--- config.mk ---
export PLATFORM = sky130hd
export DESIGN_NAME = mmss_bcd_counter_flat
export DESIGN_NICKNAME = d
export VERILOG_FILES = /design/src/rtl/mmss_bcd_counter_if.sv /design/src/rtl/mmss_bcd_counter.sv /design/src/flat_wrapper.sv
export SDC_FILE = /design/constraint.sdc
export NUM_CORES = 1
export LEC_CHECK = 0
export CORE_ASPECT_RATIO = 1.1
export CORE_MARGIN = 1.5
export CORE_UTILIZATION = 59
export CTS_CLUSTER_SIZE = 14
export DETAILED_ROUTE_END_ITERATION = 8
export DONT_BUFFER_PORTS = 1
export PLACE_DENSITY = 0.84
export RECOVER_POWER = 50
export SLEW_MARGIN = 20
export SYNTH_ARGS = -nofsm -noshare
export SYNTH_HDL_FRONTEND = slang
export SYNTH_SLANG_ARGS = --single-unit
export TNS_END_PERCENT = 1
--- constraint.sdc ---
create_clock -name clk -period 7.1 [get_ports clk]
set_clock_uncertainty 0.2 [all_clocks]
set_input_delay 1.42 -clock clk [delete_from_list [all_inputs] [get_ports clk]]
set_output_delay 1.42 -clock clk [all_outputs]
set_load 0.005 [all_outputs]
--- src/rtl/mmss_bcd_counter_if.sv ---
// Control and display bundle of the minutes:seconds BCD counter.
// The master side drives the control pulses and direction; the slave side is the counter.
interface mmss_bcd_counter_if;
  logic       start_stop;
  logic       clear;
  logic       down;
  logic [3:0] digit0;
  logic [3:0] digit1;
  logic [3:0] digit2;
  logic [3:0] digit3;
  logic       running;
  logic       wrap;

  modport master (
    output start_stop, clear, down,
    input  digit0, digit1, digit2, digit3, running, wrap
  );

  modport slave (
    input  start_stop, clear, down,
    output digit0, digit1, digit2, digit3, running, wrap
  );
endinterface

--- src/rtl/mmss_bcd_counter.sv ---
// Minutes:seconds BCD counter (00:00-59:59, up/down, wrap-around) paced by a
// TICK_DIV-cycle prescaler, with run/stop and clear controls.
module mmss_bcd_counter #(
  parameter int unsigned TICK_DIV = 100_000_000
) (
  input  logic               clk,
  input  logic               rst,
  mmss_bcd_counter_if.slave  bus
);

  localparam int unsigned PW = $clog2(TICK_DIV);
  localparam logic [PW-1:0] PRESC_LAST = PW'(TICK_DIV - 1);

  logic [PW-1:0] presc;
  logic [3:0]    d0, d1, d2, d3;
  logic [3:0]    d0_next, d1_next, d2_next, d3_next;
  logic          carry_out;
  logic          running;
  logic          wrap;
  logic          step;

  // One BCD digit step. Returns {carry/borrow, next value}. A digit above its
  // top is treated as sitting at the top, so every path lands back in range.
  function automatic logic [4:0] bcd_step(
    input logic [3:0] value,
    input logic [3:0] top,
    input logic       dn,
    input logic       en
  );
    if (!en)
      return {1'b0, value};
    if (dn) begin
      if (value == 4'd0)
        return {1'b1, top};
      else if (value > top)
        return {1'b0, top};
      else
        return {1'b0, value - 4'd1};
    end
    if (value >= top)
      return {1'b1, 4'd0};
    return {1'b0, value + 4'd1};
  endfunction

  assign step = running && (presc == PRESC_LAST);

  // Ripple the step through the four digits; the last carry/borrow is the wrap.
  always_comb begin
    logic [4:0] s0, s1, s2, s3;
    // NOTE: every variable written here is assigned on every path, so no latch can be inferred.
    s0        = bcd_step(d0, 4'd9, bus.down, 1'b1);
    s1        = bcd_step(d1, 4'd5, bus.down, s0[4]);
    s2        = bcd_step(d2, 4'd9, bus.down, s1[4]);
    s3        = bcd_step(d3, 4'd5, bus.down, s2[4]);
    d0_next   = s0[3:0];
    d1_next   = s1[3:0];
    d2_next   = s2[3:0];
    d3_next   = s3[3:0];
    carry_out = s3[4];
  end

  // Prescaler, digits, run flag and wrap pulse; priority is rst > clear > step.
  always_ff @(posedge clk) begin
    // NOTE: state registers use non-blocking assignments so all of them update from pre-edge values.
    if (rst) begin
      presc   <= '0;
      d0      <= 4'd0;
      d1      <= 4'd0;
      d2      <= 4'd0;
      d3      <= 4'd0;
      running <= 1'b0;
      wrap    <= 1'b0;
    end else begin
      wrap <= 1'b0;
      if (bus.start_stop)
        running <= ~running;
      if (bus.clear) begin
        presc <= '0;
        d0    <= 4'd0;
        d1    <= 4'd0;
        d2    <= 4'd0;
        d3    <= 4'd0;
      end else if (step) begin
        presc <= '0;
        d0    <= d0_next;
        d1    <= d1_next;
        d2    <= d2_next;
        d3    <= d3_next;
        wrap  <= carry_out;
      end else if (running) begin
        presc <= presc + 1'b1;
      end
    end
  end

  assign bus.digit0  = d0;
  assign bus.digit1  = d1;
  assign bus.digit2  = d2;
  assign bus.digit3  = d3;
  assign bus.running = running;
  assign bus.wrap    = wrap;

endmodule

--- src/flat_wrapper.sv ---
// flat-port wrapper written by rule: the top's interface ports become plain ports
module mmss_bcd_counter_flat 
#(
  parameter int unsigned TICK_DIV = 100_000_000
)
  (clk, rst, bus_start_stop, bus_clear, bus_down, bus_digit0, bus_digit1, bus_digit2, bus_digit3, bus_running, bus_wrap);
  mmss_bcd_counter_if bus_i ();
  input  logic clk;
  input  logic rst;
  input wire logic [$bits(bus_i.start_stop)-1:0] bus_start_stop;
  input wire logic [$bits(bus_i.clear)-1:0] bus_clear;
  input wire logic [$bits(bus_i.down)-1:0] bus_down;
  output wire logic [$bits(bus_i.digit0)-1:0] bus_digit0;
  output wire logic [$bits(bus_i.digit1)-1:0] bus_digit1;
  output wire logic [$bits(bus_i.digit2)-1:0] bus_digit2;
  output wire logic [$bits(bus_i.digit3)-1:0] bus_digit3;
  output wire logic [$bits(bus_i.running)-1:0] bus_running;
  output wire logic [$bits(bus_i.wrap)-1:0] bus_wrap;
  assign bus_i.start_stop = bus_start_stop;
  assign bus_i.clear = bus_clear;
  assign bus_i.down = bus_down;
  assign bus_digit0 = bus_i.digit0;
  assign bus_digit1 = bus_i.digit1;
  assign bus_digit2 = bus_i.digit2;
  assign bus_digit3 = bus_i.digit3;
  assign bus_running = bus_i.running;
  assign bus_wrap = bus_i.wrap;
  mmss_bcd_counter #(.TICK_DIV(TICK_DIV)) u_core (.clk(clk), .rst(rst), .bus(bus_i));
endmodule
Word level (Yosys, flattened, before mapping)
Index checks and enable logic that the tools add are counted.
{"block": "op_classes", "reduce_logical": 8, "n_eq_ne": 1, "magnitude_cmp": 8, "addsub": 9, "mux": 45, "bitwise_logic": 2}
{"op": "two-way mux 5 bit", "count": 26}
{"op": "adder 27 x 1 -> 27 bit (second input constant)", "count": 1}
{"op": "equality test 27 bit (second input constant)", "count": 1}
{"op": "adder 4 x 1 -> 4 bit (second input constant)", "count": 4}
{"op": "logical NOT 4 bit", "count": 4}
{"op": "two-way mux 4 bit", "count": 4}
{"op": "subtractor 4 x 1 -> 4 bit (second input constant)", "count": 4}
{"op": "two-way mux 1 bit", "count": 15}
{"op": ">= comparator 4 x 3 -> 1 bit (second input constant)", "count": 2}
{"op": ">= comparator 4 bit (second input constant)", "count": 2}
{"op": "greater-than comparator 4 x 3 -> 1 bit (second input constant)", "count": 2}
{"op": "greater-than comparator 4 bit (second input constant)", "count": 2}
{"op": "OR reduction 3 bit", "count": 2}
{"op": "inverter 1 bit", "count": 2}
{"op": "OR reduction 2 bit", "count": 1}
{"op": "logical AND 1 bit", "count": 1}
{"block": "word_totals", "out_inout_bits": 18, "ff_bits": 45}

Longest topological paths before layout
{"block": "logic_depth", "ltp_word": 25, "mapped_depth": 8, "mapped_depth_nobuf": 7}

Least setup slack after synthesis
OpenSTA, ideal clock, no wires.
{"block": "synth_path", "path_kind": "input to register", "startpoint": "in bus_down", "endpoint": "reg u_core.d3[0], in the netlist u_core.bus.digit3[0]", "slack_ps": 3868, "path_stages": 7, "t_arrival_ps": 2910, "setup_time_ps": 121, "cell_sequence": "buf_2 > or2b_1 > o22a_2 > nor4b_4 > and2b_1 > buf_6 > mux2_4"}
{"block": "synth_between", "elab_chain_len": 7}
{"element": "start: declaration", "line": "flat_wrapper.sv:12", "source": "input wire logic [$bits(bus_i.down)-1:0] bus_down;"}
{"element": "two-way mux 5 bit", "line": "mmss_bcd_counter.sv:32", "source": "if (dn) begin"}
{"element": "two-way mux 5 bit", "line": "mmss_bcd_counter.sv:40", "source": "if (value >= top)"}
{"element": "two-way mux 5 bit", "line": "mmss_bcd_counter.sv:42", "source": "return {1'b0, value + 4'd1};"}
{"element": "two-way mux 5 bit", "line": "mmss_bcd_counter.sv:40"}
{"element": "two-way mux 5 bit (2 in a row)", "line": "mmss_bcd_counter.sv:32"}
{"element": "two-way mux 5 bit (*)", "line": "mmss_bcd_counter.sv:32"}
{"element": "end signal: assignment", "line": "mmss_bcd_counter.sv:88", "source": "d3 <= d3_next;"}
{"element": "end: declaration", "line": "mmss_bcd_counter.sv:15", "source": "logic [3:0] d0, d1, d2, d3;"}
Every way passes the cells marked *; elsewhere a longest branch is shown, timed or not. The select of a mux whose other input is x is not followed.
A chain may end at the register's enable or synchronous reset.

Final worst setup path
Ends and elaborated chain as after synthesis.

==> results.md <==
- # setup viols final: 0
- CTS Hold Bufs: 0
- Net Sw Power: 0.0000970 W
- P per Cell Area: 146 nW/µm²
- Total wire length: 5480 µm
- Gate Count Post-Synth: 344
- Vias in the first global route: 2270
- DR iter-0 viols: 89
- Die width: 69.6 µm
- Yosys Warn Count: 0
- Buf/Inv on CP: 0
- Tot Pwr: 0.000424 W
- Die Area: 5310 µm²
- Final min period: 3470 ps
- Routed via count: 2313
- GR Overflow Total: 0
- IO Port Bufs: 0
- Slew headroom: 23.8%
- Worst-case clock buffer depth: 2
- Nets: 351
- Cell variety after synth: 61
- Initial Util: 61.5%
- Sequential area share after synthesis: 31.3%
- Mean Syn Cell Area: 8.37 µm²
- CP startpoint kind: input pin
- Row cnt: 26
- Max IR drop VDD: 0.000117 V
- Worst Hold Class: reg2reg
- Period utilisation layout: 48.8%
- CP arrival: 3470 ps
- DRC violations left: 0
- Synthesized area: 2880 µm²
- H-tree depth: 2
- Io pins: 23
- CP Cell Sequence: o21bai_1 > o21ai_0 > nor4b_1 > and2b_1 > mux2_4
- LEAKAGE: 0.969 nW
- Worst-Margin Slew: 1130 ps
- N_diodes: 0
- Int Power: 0.000327 W
- Largest net degree at the start of global routing: 39
- Routed len/inst: 14.1 µm
- First-pass GRT wire length: 9560 µm
- WP depth: 5
- Setup slack, reg-to-reg: 3770 ps
- Resized cells post-CTS: 0
- CP required: 7100 ps
- Root buf cell: clkbuf_8
- CTS Buf Count: 5
- Highest clock rate: 288 MHz
- Slowest CP cell: nor4b_1
- CTS tree: built
- Detailed Place HPWL: 3920 µm
- Worst setup EP type: flop
- Commonest non-fill, non-tap cell in the layout: nor2_1
- Ys async rst share: 0%
- Post-CTS setup buffers: 0
- Layout cells sized above 1: 8.08%
- Antenna-violating nets left: 0
- Sw Share: 22.8%
- EDFF count, synth: 0
- Primary FF master, synth: dfxtp_1
- Most frequent cells in the layout: nor2_1, dfxtp_1, nand2_1, a21oi_1
- Hold Path Depth: 2
- Worst-Skew Late Latency: 300 ps
- Sequential Power Share: 60.0%
- Pre-CTS WS: 3890 ps
- Total negative slack: 0 ps
- Worst Path Max Fanout: 38
- Smallest setup slack after layout: 3630 ps
- Crit-path max cell delay: 950 ps
- GRT Resource Usage Total: 21.6%
- Fin. Hold Viols: 0
- Max-cap violations: 0
- Core area: 4680 µm²
- Cell family with most CP delay: simple AND/OR/NAND/NOR gates
- Clock slew at reported path FFs: 90 ps
- Die H: 76.3 µm
- Via density: 5.93
- Drt first pass iters: 4
- Layout area overhead: 0.956%
- Setup CP Type: in2reg
- Part of the power in combinational logic: 3.4%
- CTS sink count: 45
- RSZ-0062 raised after global routing: false
- Syn_nets: 362
- Initial antenna violation count: 0
- Clock network power share: 36.5%
- Count of pins over their slew limit: 0
- Flops & latches, synth: 45
- Outcome: finished, final reports clean
- GP Congestion: 0.825
- Worst reg2reg path depth: 7
## path summary, 6_finish.rpt
path / startpoint / endpoint
max: bus_down / u_core.bus.digit3[0]
min reg2reg: u_core.presc[26] / u_core.presc[26]
max reg2reg: u_core.bus.digit1[0] / u_core.bus.digit3[0]
min: u_core.presc[26] / u_core.presc[26]
## worst reg2reg max path, delay by kind of cell (launching register included)
kind / cells / cell delay, ps
simple gates: 3 / 1500
flops: 1 / 520
fa+ha+maj: 1 / 320
mux: 1 / 320
compound gates: 1 / 280
buf+inv: 1 / 110
## cell usage after synthesis (2+ instances only)
cell / instances / area [µm²]
a21boi_0: 3 / 22.5
a21oi_1: 15 / 75.1
a31oi_1: 4 / 25.0
and3_1: 4 / 25.0
and4_2: 2 / 20.0
and4_4: 2 / 22.5
and4bb_2: 2 / 25.0
buf_2: 6 / 30.0
clkbuf_1: 9 / 33.8
clkbuf_8: 2 / 27.5
dfxtp_1: 45 / 901
ha_1: 13 / 163
inv_1: 14 / 52.6
mux2_2: 4 / 45.0
mux2i_1: 7 / 70.1
nand2_1: 26 / 97.6
nand2b_1: 5 / 31.3
nand3_1: 7 / 35.0
nand3b_1: 5 / 37.5
nand4_1: 10 / 62.6
nand4_2: 2 / 25.0
nor2_1: 46 / 173
nor2b_1: 4 / 25.0
nor3_1: 9 / 45.0
nor3b_1: 7 / 52.6
nor4_1: 3 / 18.8
nor4b_1: 4 / 35.0
o21a_1: 3 / 22.5
o21ai_0: 13 / 65.1
o21bai_1: 2 / 15.0
o22ai_1: 2 / 12.5
o31ai_1: 4 / 30.0
or3_1: 7 / 43.8
xnor2_1: 13 / 114
xor2_1: 14 / 123
## registers in the layout (all words and copies together), names as in the netlist
| register | flops |
|---|---|
| u_core.bus.digit2 | 4 |
| u_core.bus.digit1 | 4 |
| u_core.bus.digit3 | 4 |
| u_core.bus.running | 1 |
| u_core.bus.wrap | 1 |
| u_core.presc | 27 |
| u_core.bus.digit0 | 4 |
## power groups by stage
stage / clock (W) / combinational [W] / sequential [W]
2_1_floorplan: 0 / 0.0000169 / 0.000260
3_3_place_gp: 0 / 0.0000148 / 0.000261
3_5_place_dp: 0 / 0.0000152 / 0.000261
4_1_cts: 0.000160 / 0.0000153 / 0.000255
5_1_grt: 0.000172 / 0.0000163 / 0.000255
6_report: 0.000155 / 0.0000146 / 0.000255
## layer usage
layer,GRT usage [%],routed length (µm),vias to the layer above
li1,-,-,1185
met1,24.9,2520,1088
met2,38.0,2710,32
met3,4.76,160,8
met4,9.41,91,0
met5,0,0,-
## final cells by class
cell class	instances	area, µm²
multi-input combinational	267	1800
clock buffer	5	68.8
tap	56	70.1
clock inverter	3	17.5
inverter	14	52.6
fill	427	1780
sequential	45	901
## metrics by stage
| step | util, % | std cells | instance area (µm²) | hold WS, ps |
|---|---|---|---|---|
| 2_1_floorplan | - | 344 | 2880 | 262 |
| 3_3_place_gp | 60.8 | 382 | 2850 | 276 |
| 3_5_place_dp | 60.8 | 382 | 2850 | 299 |
| 4_1_cts | 62.6 | 390 | 2930 | 309 |
| 5_1_grt | 62.0 | 390 | 2910 | 339 |
| 6_report | 62.0 | 390 | 2910 | 309 |
## cells by family after synthesis
logic type	count (synthesis)	share of synthesized area [%]
compound gates	56	12.4
xor+xnor	27	8.21
fa+ha+maj	13	5.65
buf+inv	32	5.39
flops	45	31.3
mux	12	4.52
simple gates	159	32.6
Note: power is estimated with default switching activity, not from simulation.
